===== src/rtl/packet_pkg.sv =====
// Shared types and constants for the Ethernet-style packet receive parser.
package packet_pkg;

  localparam int BYTES_PER_WORD = 8;
  localparam int ETH_HDR_BYTES  = 14;

  typedef enum logic [2:0] {
    ERR_NONE     = 3'd0,
    ERR_NO_SOP   = 3'd1,
    ERR_NO_EOP   = 3'd2,
    ERR_BE       = 3'd3,
    ERR_RUNT     = 3'd4,
    ERR_OVERSIZE = 3'd5
  } err_code_e;

  typedef enum logic [1:0] {
    ST_IDLE,
    ST_HDR1,
    ST_BODY,
    ST_DROP
  } state_e;

endpackage


===== src/rtl/packet_be_decode.sv =====
// Byte-enable decode: number of enabled bytes and legality of the mask for
// the current word (full mask mid-packet, MSB-aligned contiguous on eop).
module packet_be_decode
  import packet_pkg::*;
(
  input  logic [7:0] be,
  input  logic       eop,
  output logic [3:0] count,
  output logic       legal
);

  logic [7:0] inv;

  always_comb begin
    count = '0;
    for (int i = 0; i < BYTES_PER_WORD; i++) begin
      count = count + {3'd0, be[i]};
    end
    // An MSB-aligned run of ones inverts to a low run of ones (2^n - 1).
    inv = ~be;
    if (eop) begin
      legal = (be != 8'h00) && ((inv & (inv + 8'd1)) == 8'h00);
    end else begin
      legal = (be == 8'hFF);
    end
  end

endmodule


===== src/rtl/packet_rx_parser.sv =====
// Receive-side packet parser: extracts MAC/ethertype header fields, counts
// packet bytes and classifies framing, byte-enable and length errors.
module packet_rx_parser
  import packet_pkg::*;
#(
  parameter int MAX_BYTES = 1518
) (
  input  logic        clk,
  input  logic        rst,
  input  logic        valid,
  input  logic [63:0] data,
  input  logic [7:0]  byte_enable,
  input  logic        sop,
  input  logic        eop,
  output logic [47:0] dst_mac,
  output logic [47:0] src_mac,
  output logic [15:0] ethertype,
  output logic        hdr_valid,
  output logic        pkt_done,
  output logic [15:0] pkt_len,
  output logic        err,
  output logic [2:0]  err_code,
  output logic [31:0] pkt_count,
  output logic [15:0] err_count
);

  localparam logic [16:0] MaxLen       = 17'(MAX_BYTES);
  localparam logic [3:0]  HdrTailBytes = 4'(ETH_HDR_BYTES - BYTES_PER_WORD);

  state_e      state_q, state_d;
  logic [47:0] dst_q, dst_d, src_q, src_d;
  logic [15:0] type_q, type_d, acc_q, acc_d;
  logic        hdr_valid_q, hdr_valid_d, pkt_done_q, pkt_done_d;
  logic [15:0] pkt_len_q, pkt_len_d;
  logic        err_q, err_d;
  err_code_e   err_code_q, err_code_d;
  logic [31:0] pkt_count_q, pkt_count_d;
  logic [15:0] err_count_q, err_count_d;

  logic [3:0]  be_cnt;
  logic        be_legal;
  logic        closed;
  logic [15:0] len_new;

  packet_be_decode u_be_decode (
    .be    (byte_enable),
    .eop   (eop),
    .count (be_cnt),
    .legal (be_legal)
  );

  function automatic logic [15:0] sat_add(input logic [15:0] a, input logic [3:0] b);
    logic [16:0] s;
    s = {1'b0, a} + {13'd0, b};
    return s[16] ? 16'hFFFF : s[15:0];
  endfunction

  always_comb begin
    state_d     = state_q;
    dst_d       = dst_q;
    src_d       = src_q;
    type_d      = type_q;
    acc_d       = acc_q;
    hdr_valid_d = 1'b0;
    pkt_done_d  = 1'b0;
    pkt_len_d   = pkt_len_q;
    err_d       = 1'b0;
    err_code_d  = err_code_q;
    pkt_count_d = pkt_count_q;
    err_count_d = err_count_q;
    closed      = 1'b0;
    len_new     = sat_add(acc_q, be_cnt);

    if (valid) begin
      if (sop) begin
        // A sop while a packet is open closes it first; that report owns the outputs.
        if (state_q != ST_IDLE) begin
          closed     = 1'b1;
          err_d      = 1'b1;
          err_code_d = ERR_NO_EOP;
          if (state_q != ST_DROP) begin
            pkt_done_d = 1'b1;
            pkt_len_d  = acc_q;
          end
        end
        acc_d = {12'd0, be_cnt};
        if (!be_legal) begin
          if (!closed) begin
            err_d      = 1'b1;
            err_code_d = ERR_BE;
          end
          state_d = eop ? ST_IDLE : ST_DROP;
        end else begin
          dst_d        = data[63:16];
          src_d[47:32] = data[15:0];
          if (eop) begin
            if (!closed) begin
              pkt_done_d = 1'b1;
              pkt_len_d  = {12'd0, be_cnt};
              err_d      = 1'b1;
              err_code_d = ERR_RUNT;
            end
            state_d = ST_IDLE;
          end else begin
            state_d = ST_HDR1;
          end
        end
      end else begin
        unique case (state_q)
          ST_IDLE: begin
            err_d      = 1'b1;
            err_code_d = ERR_NO_SOP;
          end
          ST_HDR1, ST_BODY: begin
            if (!be_legal) begin
              err_d      = 1'b1;
              err_code_d = ERR_BE;
              state_d    = eop ? ST_IDLE : ST_DROP;
            end else begin
              acc_d = len_new;
              if (state_q == ST_HDR1 && (!eop || be_cnt >= HdrTailBytes)) begin
                src_d[31:0] = data[63:32];
                type_d      = data[31:16];
                hdr_valid_d = 1'b1;
              end
              if (eop) begin
                pkt_done_d = 1'b1;
                pkt_len_d  = len_new;
                state_d    = ST_IDLE;
                if (state_q == ST_HDR1 && be_cnt < HdrTailBytes) begin
                  err_d      = 1'b1;
                  err_code_d = ERR_RUNT;
                end else if ({1'b0, len_new} > MaxLen) begin
                  err_d      = 1'b1;
                  err_code_d = ERR_OVERSIZE;
                end
              end else begin
                state_d = ST_BODY;
              end
            end
          end
          ST_DROP: begin
            if (eop) state_d = ST_IDLE;
          end
          default: state_d = ST_IDLE;
        endcase
      end
    end

    if (pkt_done_d && !err_d) pkt_count_d = pkt_count_q + 32'd1;
    if (err_d && err_count_q != 16'hFFFF) err_count_d = err_count_q + 16'd1;
  end

  always_ff @(posedge clk) begin
    if (rst) begin
      state_q     <= ST_IDLE;
      dst_q       <= '0;
      src_q       <= '0;
      type_q      <= '0;
      acc_q       <= '0;
      hdr_valid_q <= 1'b0;
      pkt_done_q  <= 1'b0;
      pkt_len_q   <= '0;
      err_q       <= 1'b0;
      err_code_q  <= ERR_NONE;
      pkt_count_q <= '0;
      err_count_q <= '0;
    end else begin
      state_q     <= state_d;
      dst_q       <= dst_d;
      src_q       <= src_d;
      type_q      <= type_d;
      acc_q       <= acc_d;
      hdr_valid_q <= hdr_valid_d;
      pkt_done_q  <= pkt_done_d;
      pkt_len_q   <= pkt_len_d;
      err_q       <= err_d;
      err_code_q  <= err_code_d;
      pkt_count_q <= pkt_count_d;
      err_count_q <= err_count_d;
    end
  end

  assign dst_mac   = dst_q;
  assign src_mac   = src_q;
  assign ethertype = type_q;
  assign hdr_valid = hdr_valid_q;
  assign pkt_done  = pkt_done_q;
  assign pkt_len   = pkt_len_q;
  assign err       = err_q;
  assign err_code  = err_code_q;
  assign pkt_count = pkt_count_q;
  assign err_count = err_count_q;

endmodule


===== config.mk =====
export PLATFORM = sky130hd
export DESIGN_NAME = packet_rx_parser
export DESIGN_NICKNAME = d
export VERILOG_FILES = /design/src/rtl/packet_pkg.sv /design/src/rtl/packet_be_decode.sv /design/src/rtl/packet_rx_parser.sv
export SDC_FILE = /design/constraint.sdc
export NUM_CORES = 1
export LEC_CHECK = 0
export ABC_CLOCK_PERIOD_IN_PS = 13200
export CAP_MARGIN = 20
export CORE_ASPECT_RATIO = 0.5
export CORE_MARGIN = 10
export CORE_UTILIZATION = 51
export DETAILED_ROUTE_END_ITERATION = 8
export MAX_ROUTING_LAYER = met4
export PLACE_DENSITY_LB_ADDON = 0.12
export SYNTH_ARGS = -nofsm -noshare
export SYNTH_HDL_FRONTEND = slang
export SYNTH_SLANG_ARGS = --single-unit

===== constraint.sdc =====
create_clock -name clk -period 13.2 [get_ports clk]
set_input_delay 2.64 -clock clk [delete_from_list [all_inputs] [get_ports clk]]
set_output_delay 2.64 -clock clk [all_outputs]
set_load 0.005 [all_outputs]

======== Word-level counts from Yosys, hierarchy flattened ========
Cells that the tools add are included.
word-level totals
  bits in registers ....................... 200
  logic and storage cells ................. 124
  input port bits ......................... 77
  output and inout bits ................... 182
operators by class
  equal/unequal tests ..................... 9
  mux-type cells .......................... 57
  reductions and logical operators ........ 25
  order comparisons ....................... 3
  add/sub/neg operators ................... 11
  bitwise gates (word level) .............. 6
operators with widths
  kind                     number
  $mux W16                 13
  $add A32 B1 Y32 const B  1
  $mux W3                  10
  $mux W1                  25
  $add A4 B1 Y4            6
  $add A16 B4 Y17          1
  $add A16 B1 Y16 const B  1
  $gt A16 B11 Y1 const B   1
  $ne A16 B16 Y1 const B   1
  $mux W2                  6
  $reduce_and A3 Y1        3
  $add A8 B1 Y8 const B    1
  $and A8 B8 Y8            1
  $eq A8 B8 Y1 const B     1
  $logic_not A8 Y1         1
  $not A8 Y8               1
  $reduce_and A4 Y1        2
  $reduce_bool A2 Y1       4
  $reduce_bool A8 Y1       1
  $pmux W3 S2              1
  $reduce_bool A3 Y1       2
  $logic_and A1 B1 Y1      5
  $ne A5 B5 Y1 const B     1
  $reduce_and A5 Y1        1
  other kinds (16)         21

======== Depth between registers and ports, before layout ========
  depth in word-level cells ............... 19
  gate-level depth with buffers ........... 23
  depth with buffers taken out ............ 20

======== Cells and area by module ========
A second synthesis with hierarchy kept.
unflattened totals
  cells, all modules ...................... 1163
  area total of the unflattened synthesis .. 8882.3 sq um
by module, submodules not included
  module            sequential area each (sq um)  times used  cells each  area each (sq um)
  packet_rx_parser  4003.8                        1           1129        8609.5
  packet_be_decode  0.0                           1           34          272.8

======== Least setup slack after synthesis ========
No wires, ideal clock.
  path type ............................... input to register
  start ................................... input byte_enable[1]
  end ..................................... register pkt_count_q[27], in the netlist pkt_count[27]
  stages .................................. 21
  arrival ................................. 7.948 ns
  library setup time ...................... 0.121 ns
  path buffers ............................ 2
  required time ........................... 13.079 ns
  setup slack ............................. 5.131 ns
  path through ............................ inv_1 > ha_1 > inv_1 > fa_1 > fa_1 > fa_1 > fa_1 > xor2_1 > inv_1 > ha_1 > nand3_1 > o22a_1 > buf_2 > nor3_1 > mux2_2 > nor3_1 > a41oi_1 > clkbuf_1 > or3_1 > nor4_1 > mux2_2
on the way
  cells in the longest elaborated chain, start to end .. 19
  elaborated cells between the ends (all ways) .. 35
  classes of those cells .................. add/sub: 9; order compare: 2; eq/ne: 1; mux: 15; bitwise: 2; reduce/logical: 6
ends and longest elaborated chain
  item                         line                     text
  start: declaration           packet_rx_parser.sv:12   input logic [7:0] byte_enable,
  $add A1 B1 Y2                packet_be_decode.sv:17   count = count + {3'd0, be[i]};
  $add A4 B1 Y4 (6 in series)  packet_be_decode.sv:17
  $add A16 B4 Y17              packet_rx_parser.sv:54   s = {1'b0, a} + {13'd0, b};
  $mux W16                     packet_rx_parser.sv:55   return s[16] ? 16'hFFFF : s[15:0];
  $gt A16 B11 Y1               packet_rx_parser.sv:133  end else if ({1'b0, len_new} > MaxLen) begin
  $mux W1                      packet_rx_parser.sv:133
  $mux W1                      packet_rx_parser.sv:130  if (state_q == ST_HDR1 && be_cnt < HdrTailBytes) begin
  $mux W1                      packet_rx_parser.sv:126  if (eop) begin
  $mux W1                      packet_rx_parser.sv:115  if (!be_legal) begin
  $pmux W1 S2                  packet_rx_parser.sv:109  unique case (state_q)
  $mux W1                      packet_rx_parser.sv:75   if (sop) begin
  $mux W1                      packet_rx_parser.sv:74   if (valid) begin
  $logic_not A1 Y1             packet_rx_parser.sv:150  if (pkt_done_d && !err_d) pkt_count_d = pkt_count_q + 32'd1;
  $logic_and A1 B1 Y1 *        packet_rx_parser.sv:150
  end signal: assignment       packet_rx_parser.sv:179  pkt_count_q <= pkt_count_d;
  end: declaration             packet_rx_parser.sv:37   logic [31:0] pkt_count_q, pkt_count_d;
Mark *: on every way between the ends. The rest lies on a longest branch, timed or not.
A chain may end at the register's enable or synchronous reset.

======== Final worst setup path ========
  start ................................... input byte_enable[0]
  end ..................................... register pkt_count_q[31], in the netlist pkt_count[31]
The elaborated chain is that of the path after synthesis.

==> results.cfg <==
[sta]
worst_pin_slew_ns = 1.126
drv_slew = 0
period_needed_ns = 9.086
setup_viol = 0
clock.fmax_ghz = 0.1101
relSlewSlack = 0.2445
hold_viol = 0
fin_tns_setup_ns = 0
setup_ws_ns = 4.114
final.period_utilization = 0.6883
skew_ns = 0.008528
grt_setup_unrepaired = false

[cells_and_area]
n_antenna_cell = 0
nFillCells = 1453
fin_area_um2 = 12500
multi_input_area_um2 = 4780
layout-area-overhead-vs-synth_pct = 35.52
layout.nets = 1506
final-seq-area_um2 = 4004
drive_gt1_frac = 0.04708
final_cell_count_no_fill = 1657

[clock_network]
cts-hold-fix-buffers = 0
htreeDepth = 4
clock_sinks = 200
ctsResizeCount = 0
cts_setup_buffers = 0
cts_tree = built
cts-buffers-inserted = 17
cts_buffer_depth = 2
root_buffer = clkbuf_16
clk_pin_slew_worst_paths_ns = 0.08
clock_latency_ns = 0.43

[power]
p_comb_frac = 0.111
powerDensity_nw_per_um2 = 104.4
internal_power_w = 0.0009621
seq_power_share = 0.470
p_leak_nw = 4.278
peakVddDrop_v = 0.00009228
p_switching_w = 0.0003438
pwr-share-clk = 0.419
swShare = 0.2633

[placed_design]
dp_slack_ns = 3.833
gp_congestion = 0.9126
postPlaceCellArea_um2 = 11900
dp_hpwl_mm = 22.14
post-place-cells = 1625
port_buffers = 258

[yosys]
synth_area_leader_cell = dfxtp_1
synth_edf_count = 0
syn_avg_cell_area_um2 = 7.682
ys_types = 67
synth_top_area_share = 0.4340
yosys-top-cells-area = dfxtp_1 (43%), nand2_1 (11%), a21oi_1 (10%)
async_reset_ff_frac = 0
ys_seq_area_frac = 0.4340
ys.flop_type = dfxtp_1
syn_nets = 1297
ys_ff_latch = 200
netlist_area_um2 = 9226
synth_warnings = 0
syn_inst = 1201

[run]
cap_viol_max_count = 0

[drt]
drcViolationCount = 0
first_pass_iters = 7
routed_via_density = 5.699
vias = 9443
wl_mm = 31.41
wl_per_cell_um = 18.95
ant_nets = 0
drt-initial-drc-count = 693

[die]
rows = 34
io_pins = 259
dieArea_um2 = 24200
initial_core_util = 0.5251
coreArea_um2 = 17570
die_h_um = 115.1
dieWidth_um = 210.2

[worst_hold_path]
holdPathStages = 2
hold_path_class = reg2reg

[critical_path]
crit_type = in2reg
crit_slowest_cell = clkdlybuf4s50_1
cp.depth = 21
critPathLaunchType = input port
end_kind = flop
cp_top_family = adder cells
crit_required_ns = 13.56
crit_chain = clkdlybuf4s50_1, inv_1, ha_1, inv_1, fa_1, fa_1, fa_1, fa_1, xor2_1, inv_1, ha_1, nand3_1, o22a_1, nor3_1, mux2_2, nor3_1, a41oi_2, buf_4, or3_1, or4_1, a21oi_1
path_max_fanout = 21
crit_top_cell = fa_1
max_stage_delay_ns = 0.54
reg2reg_depth = 11
path_buf_inv = 5
cp.arrival_ns = 9.44

[global_route]
grt_overflow = 0
grt_pass1_vias = 8864
grt_pass1_wl_mm = 48.96
grtUsageTotal = 0.2572
antenna_found_initial = 0
grt_max_degree = 141

[status]
run_status = complete, no violations
cells in the final DEF (no fill, tap or decap), types with 13 or more instances in the layout:
| master | Yosys | routed |
|---|---|---|
| a21oi_1 | 184 | 184 |
| nor3_1 | 28 | 28 |
| nor2_1 | 78 | 78 |
| a211oi_1 | 13 | 13 |
| dfxtp_1 | 200 | 200 |
| o21ai_0 | 36 | 35 |
| nand2_1 | 282 | 282 |
| or3_1 | 20 | 20 |
| clkbuf_16 | 0 | 17 |
| nand4_1 | 18 | 18 |
| nor2b_1 | 18 | 18 |
| nand3_1 | 23 | 22 |
| ha_1 | 14 | 14 |
| and3_1 | 14 | 13 |
| inv_1 | 41 | 41 |
| clkdlybuf4s50_1 | 0 | 257 |
per-stage QoR:
step | total power (W) | hold slack [ns] | util
final | 0.001306 | 0.4538 | 0.7117
after global routing | 0.001351 | 0.4723 | 0.7117
after CTS | 0.001309 | 0.4553 | 0.7117
after detailed placement | 0.0007690 | 0.4453 | 0.6771
after global placement | 0.0007655 | 0.4401 | 0.6771
after floorplan | 0.0007093 | 0.4483 | -
worst register-to-register path, delay by kind of cell (launching register included):
family                     cells  cell delay (ns)
buffers and inverters          1             0.24
and+or+nand+nor                4             1.93
DFF                            1             0.33
AOI/OAI and AO/OA              4             0.80
adders and majority gates      1             0.40
muxes                          1             0.38
synth_stat cells, drive strengths merged, types with 3 or more instances:
library cell,count
a22oi,4
or4,8
xnor2,12
o31ai,4
o21a,4
nand2,282
inv,41
buf,11
a21oi,184
nor4b,4
fa,5
xor2,7
a31oi,11
a41o,3
a41oi,3
and3,14
mux2i,7
nand2b,6
o21ai,40
nor4,8
nand4,18
nand3,23
nor2b,18
and4,4
clkbuf,68
mux2,12
a211oi,13
dfxtp,200
nor2,78
a31o,3
o211ai,6
nor3,28
or3,20
and2,4
ha,14
per-layer routing:
layer	vias to the layer above	GRT usage	share of wire
met3	30	0.04780	0.068
met4	0	0.06187	0.012
met5	-	-	0
li1	4552	-	-
met1	4512	0.3283	0.44
met2	349	0.4157	0.48
worst paths after layout:
path / start / end / slack [ns]
setup reg to reg: acc_q[3]$_SDFFE_PP0P_ / pkt_count[31]$_SDFFE_PP0P_ / 9.03
hold / removal: pkt_len[7]$_SDFFE_PP0P_ / pkt_len[7]$_SDFFE_PP0P_ / 0.45
setup / recovery: byte_enable[0] / pkt_count[31]$_SDFFE_PP0P_ / 4.11
hold reg to reg: pkt_len[7]$_SDFFE_PP0P_ / pkt_len[7]$_SDFFE_PP0P_ / 0.45
cells by family after synthesis:
kind of cell    Yosys count  share of synthesized area
simple gates            522                     0.2544
compound gates          302                     0.1920
flops                   200                     0.4340
buf+inv                 120                    0.04950
xor+xnor                 19                    0.01804
mux                      19                    0.02224
fa+ha+maj                19                    0.02984
layout make-up:
class | instances | area share
inverter | 41 | 0.01231
timing repair buffer | 269 | 0.2133
multi-input combinational | 881 | 0.3823
sequential | 200 | 0.3202
clock inverter | 13 | 0.01311
clock buffer | 19 | 0.03542
tap | 234 | 0.02342
state kept, by name (all words and copies together) (netlist names):
name	flops
dst_mac	48
src_mac	48
pkt_count	32
acc_q	16
err_count	16
ethertype	16
pkt_len	16
err_code	3
state_q	2
err	1
hdr_valid	1
pkt_done	1
power by group through the flow:
stage                     logic [W]  registers [W]  clock network (W)
after floorplan           0.0000821       0.000627                  0
after global placement     0.000138       0.000627                  0
after detailed placement   0.000141       0.000628                  0
after CTS                  0.000143       0.000614           0.000552
after global routing       0.000158       0.000614           0.000578
final                      0.000144       0.000614           0.000548
Power figures use the tool's default switching activity.
==> patch 1: new RTL, config.mk and constraints unchanged <==
The output `hdr_valid` loses its register stage (`hdr_valid_q` becomes a continuous assignment).
--- a/src/rtl/packet_rx_parser.sv
+++ b/src/rtl/packet_rx_parser.sv
@@ -159,5 +159,4 @@
       type_q      <= '0;
       acc_q       <= '0;
-      hdr_valid_q <= 1'b0;
       pkt_done_q  <= 1'b0;
       pkt_len_q   <= '0;
@@ -172,5 +171,4 @@
       type_q      <= type_d;
       acc_q       <= acc_d;
-      hdr_valid_q <= hdr_valid_d;
       pkt_done_q  <= pkt_done_d;
       pkt_len_q   <= pkt_len_d;
@@ -181,4 +179,6 @@
     end
   end
+
+  assign hdr_valid_q = hdr_valid_d;
 
   assign dst_mac   = dst_q;
Behaviour: not the same (a bounded check fails within 4 cycles, from zero or initial values and one cycle with rst high).
==> patch 1 against the original RTL <==
Sequential cell count down 1; power down 1.3%; wire length down 2.1%; non-clock buffer count down 3; setup slack worse by 0.82 ns; area after synthesis up 0.80%; critical path depth down 6; count of clock-buffer cells in the layout up 2; final area about the same; critical endpoint is now hdr_valid; largest power group unchanged.
==> patch 1: results (changes against the original RTL) <==
hold path depth 2 (unchanged); Worst path max stage delay 0.63 ns (+0.09 ns); FF-to-FF setup slack 9.15 ns (+0.12 ns); GP Congestion 0.933 (+2.3%); Placed Cells 1618 (-0.43%); Distinct cells, synth 65 (-3.0%); status completed; global-route wire length before repair 48.3 mm (-1.3%); Adder-Cell Fraction of Synth Area 2.96% (-0.024 points); initial antenna violation count 1 (+1); drt first pass iters 5 (-2); hold path start src_mac[14]$_SDFFE_PP0P_; R2R Path Start acc_q[0]$_SDFFE_PP0P_; DP HPWL 21.9 mm (-0.98%); crit-path max FO 49 (+130%); synth top area cells dfxtp_1 (43%), nand2_1 (12%), a21oi_1 (10%), clkbuf_1 (2.5%), o21ai_0 (2.2%); gr usage total 25.2% (-0.55 points); Reg-to-Reg End err_count[5]$_SDFFE_PP0P_; initial drt markers 732 (+5.6%); Min-Delay Endpoint src_mac[14]$_SDFFE_PP0P_; Slew HR 30.4% (+5.9 points); post-synthesis sequential area ratio 42.8% (-0.56 points); Fillers 1406 (-3.2%); layout net count 1499 (-0.46%); ratio of cells with drive above 1 in the final layout 4.31% (-0.40 points); vias in the first global route 9065 (+2.3%); Hold Slack 0.454 ns (-0.0000280 ns); XOR/XNOR Fraction of Synth Area 0.471% (-1.3 points); P_comb 0.154 mW (+7%); placement-stage cell area 0.0119 sq mm (+0.17%); Worst Hold Class reg -> reg; final wirelength 30.7 mm (-2.1%); Mapped Cells 1202 (+0.083%); Pleak 4.14 nW (-3.2%); Pwr Density 103 mW/mm^2 (-1.3%); DP Worst Slack 3.32 ns (-0.513 ns); post-synthesis compound-gate area fraction 22.2% (+3.0 points); most frequent cells after synthesis nand2_1 (286), dfxtp_1 (199), a21oi_1 (195); CP max stage cell fa_1; VDD IR max 0.0999 mV (+8.3%); multiplexer share of the synthesized area 2.06% (-0.17 points); pin count of the biggest net entering global routing 114 (-19%); worst-case clock skew 0.0111 ns (+0.00257 ns); Post-Syn Nets 1298 (+0.077%); Sw Pwr 0.337 mW (-1.9%)
patch 1: routing by layer:
| layer | global-route usage, % | part of all wire [%] | up-vias |
|---|---|---|---|
| met4 | 5.66 | 1.1 | 0 |
| met3 | 9.46 | 9.6 | 29 |
| met5 | - | 0 | - |
| li1 | - | - | 4627 |
| met2 | 42.2 | 48 | 360 |
| met1 | 28.3 | 41 | 4515 |
patch 1: worst max path at each step:
| stage | end | slack, ns |
|---|---|---|
| after global placement | hdr_valid | 3.36 |
| after floorplan | hdr_valid | 4.86 |
| final | hdr_valid | 3.29 |
| after global routing | hdr_valid | 3.02 |
| after CTS | hdr_valid | 3.28 |
| after detailed placement | hdr_valid | 3.32 |
patch 1: layout make-up:
class	instances	area, sq um	share of cell area (%)
multi-input cells	885	4860	38.8
flip-flops and latches	199	3980	31.9
repair buffers	266	2660	21.2
clock buffers	21	470	3.76
well taps	234	293	2.34
inverters	34	128	1.02
clock inverters	10	111	0.891
diodes	1	2.50	0.0200
==> patch 2: new RTL, config.mk and constraints unchanged <==
Without the edit above. `MAX_BYTES`: 1518 -> 1024.
--- a/src/rtl/packet_rx_parser.sv
+++ b/src/rtl/packet_rx_parser.sv
@@ -4,5 +4,5 @@
   import packet_pkg::*;
 #(
-  parameter int MAX_BYTES = 1518
+  parameter int MAX_BYTES = 1024
 ) (
   input  logic        clk,
Check against the original RTL: same outputs for any inputs over 4 cycles, from zero or initial values and one cycle with rst high; that may be too few to reach the edited logic, so the function may still have changed.
==> patch 2 against the original RTL <==
Area after synthesis down 0.52%; count of clock-buffer cells in the layout down 2; hold slack about the same; core utilization down 0.57 points; final area down 1.0%; sequential cell count unchanged; power down 1.8%; clock power down 5.8%; setup slack better by 0.84 ns; critical path depth down 3; wire length down 5.2%; maximum frequency up 10%.
==> patch 2: results (changes against the original RTL) <==
status completed; Worst Hold Class reg -> reg; FF-to-FF setup slack 9.38 ns (+0.35 ns); gr usage total 24.4% (-1.3 points); Reg clk slew, reported paths 0.07 ns; Post-CTS Setup Bufs 0 (unchanged); multiplexer share of the synthesized area 2.19% (-0.029 points); number of H-tree levels 4 (unchanged); Distinct cells, synth 70 (+4.5%); asr flop ratio synth 0% (unchanged); synth top area cells dfxtp_1 (44%), nand2_1 (12%), a21oi_1 (9.7%), clkbuf_1 (2.6%), nor2_1 (2.6%); Post-synth top flop dfxtp_1; pin count of the biggest net entering global routing 115 (-18%); diode count 0 (unchanged); most frequent cells after synthesis nand2_1 (283), dfxtp_1 (200), a21oi_1 (177); Min-Delay Endpoint dst_mac[16]$_SDFFE_PP0P_; drt first pass iters 6 (-1); placement-stage cell area 0.0118 sq mm (-0.89%); post-synthesis compound-gate area fraction 19.3% (+0.13 points); R2R Path Start acc_q[0]$_SDFFE_PP0P_; Via density 5.59 (-1.9%); Finished Layout Cells 1623 (-2.1%); Yosys warning count 0 (unchanged); Worst R2R Path Depth 12 (+1); hold path start dst_mac[16]$_SDFFE_PP0P_; clock root buffer clkbuf_16; Post-Syn Nets 1262 (-2.7%); DP HPWL 21.1 mm (-4.8%); layout net count 1472 (-2.3%); worst-case clock skew 0.0127 ns (+0.00418 ns); CP max stage cell fa_1; Pleak 4.18 nW (-2.3%); XOR/XNOR Fraction of Synth Area 1.91% (+0.10 points); VDD IR max 0.0909 mV (-1.5%); IO buf count 258 (unchanged); vias in the first global route 8627 (-2.7%); crit-path max FO 52 (+150%); initial drt markers 683 (-1.4%); PostCTS Resize Cnt 0 (unchanged); Skew-Pair Late Insertion Delay 0.44 ns; worst path arrival time 8.60 ns (-0.84 ns); DP Worst Slack 4.57 ns (+0.740 ns); mean area per synthesized cell 7.87 sq um (+2.5%); Adder-Cell Fraction of Synth Area 3.00% (+0.015 points); Final Cycle Share 62.4% (-6.4 points); initial antenna violation count 0 (unchanged); clk buf depth 2 (unchanged); total CTS buffers 17 (unchanged); Reg-to-Reg End pkt_count[10]$_SDFFE_PP0P_; global-route wire length before repair 46.5 mm (-5.1%); CP top delay family adder cells; ratio of cells with drive above 1 in the final layout 5.76% (+1.1 points); Worst-Margin Slew 1.03 ns (-0.0909 ns); GP Congestion 0.893 (-2.1%); post-synthesis sequential area ratio 43.6% (+0.22 points); final wirelength 29.8 mm (-5.2%)
[patch 2: through the flow]
stage | hold slack [ns] | utilization [%]
after floorplan | 0.448 | -
after global placement | 0.439 | 67.3
final | 0.454 | 70.6
after detailed placement | 0.445 | 67.3
after global routing | 0.470 | 70.6
after CTS | 0.456 | 70.6
[patch 2: where the power goes]
group	internal, mW	switching (mW)
logic	0.0666	0.0832
clock network	0.253	0.263
registers	0.610	0.00649
total	0.930	0.352
[patch 2: cell type report]
type                    instances  area (sq um)
well taps                     234           293
inverters                      31           116
clock buffers                  17           425
multi-input cells             858          4720
repair buffers                268          2660
fillers                      1389          5150
clock inverters                15           158
flip-flops and latches        200          4000
[patch 2: logic make-up after synthesis]
logic type / Yosys count
adders and majority gates: 19
buffers and inverters: 108
AOI/OAI and AO/OA: 301
xor gates and xnor gates: 20
and+or+nand+nor: 499
DFF: 200
muxes: 19
[patch 2: worst max-delay path by stage]
stage | start | endpoint | depth (start not counted)
after floorplan | byte_enable[1] | pkt_count[11]$_SDFFE_PP0P_ | 17
after global placement | byte_enable[0] | pkt_count[23]$_SDFFE_PP0P_ | 18
after detailed placement | byte_enable[0] | err_count[13]$_SDFFE_PP0P_ | 17
after CTS | byte_enable[0] | pkt_count[11]$_SDFFE_PP0P_ | 18
after global routing | byte_enable[1] | pkt_count[11]$_SDFFE_PP0P_ | 18
final | byte_enable[0] | pkt_count[10]$_SDFFE_PP0P_ | 18
[patch 2: worst min-delay path: stages (launching register included)]
cell and delay, ns:
dfxtp_1 0.31, nand2_1 0.05, a21oi_1 0.05
[patch 2: routing by layer]
layer  vias to the layer above  GRT usage [%]  wire, um
met5                         -              -         0
met4                         0           5.57       286
met3                        21           9.34      2960
met2                       281           38.7     14100
met1                      4325           28.9     12400
li1                       4445              -         -
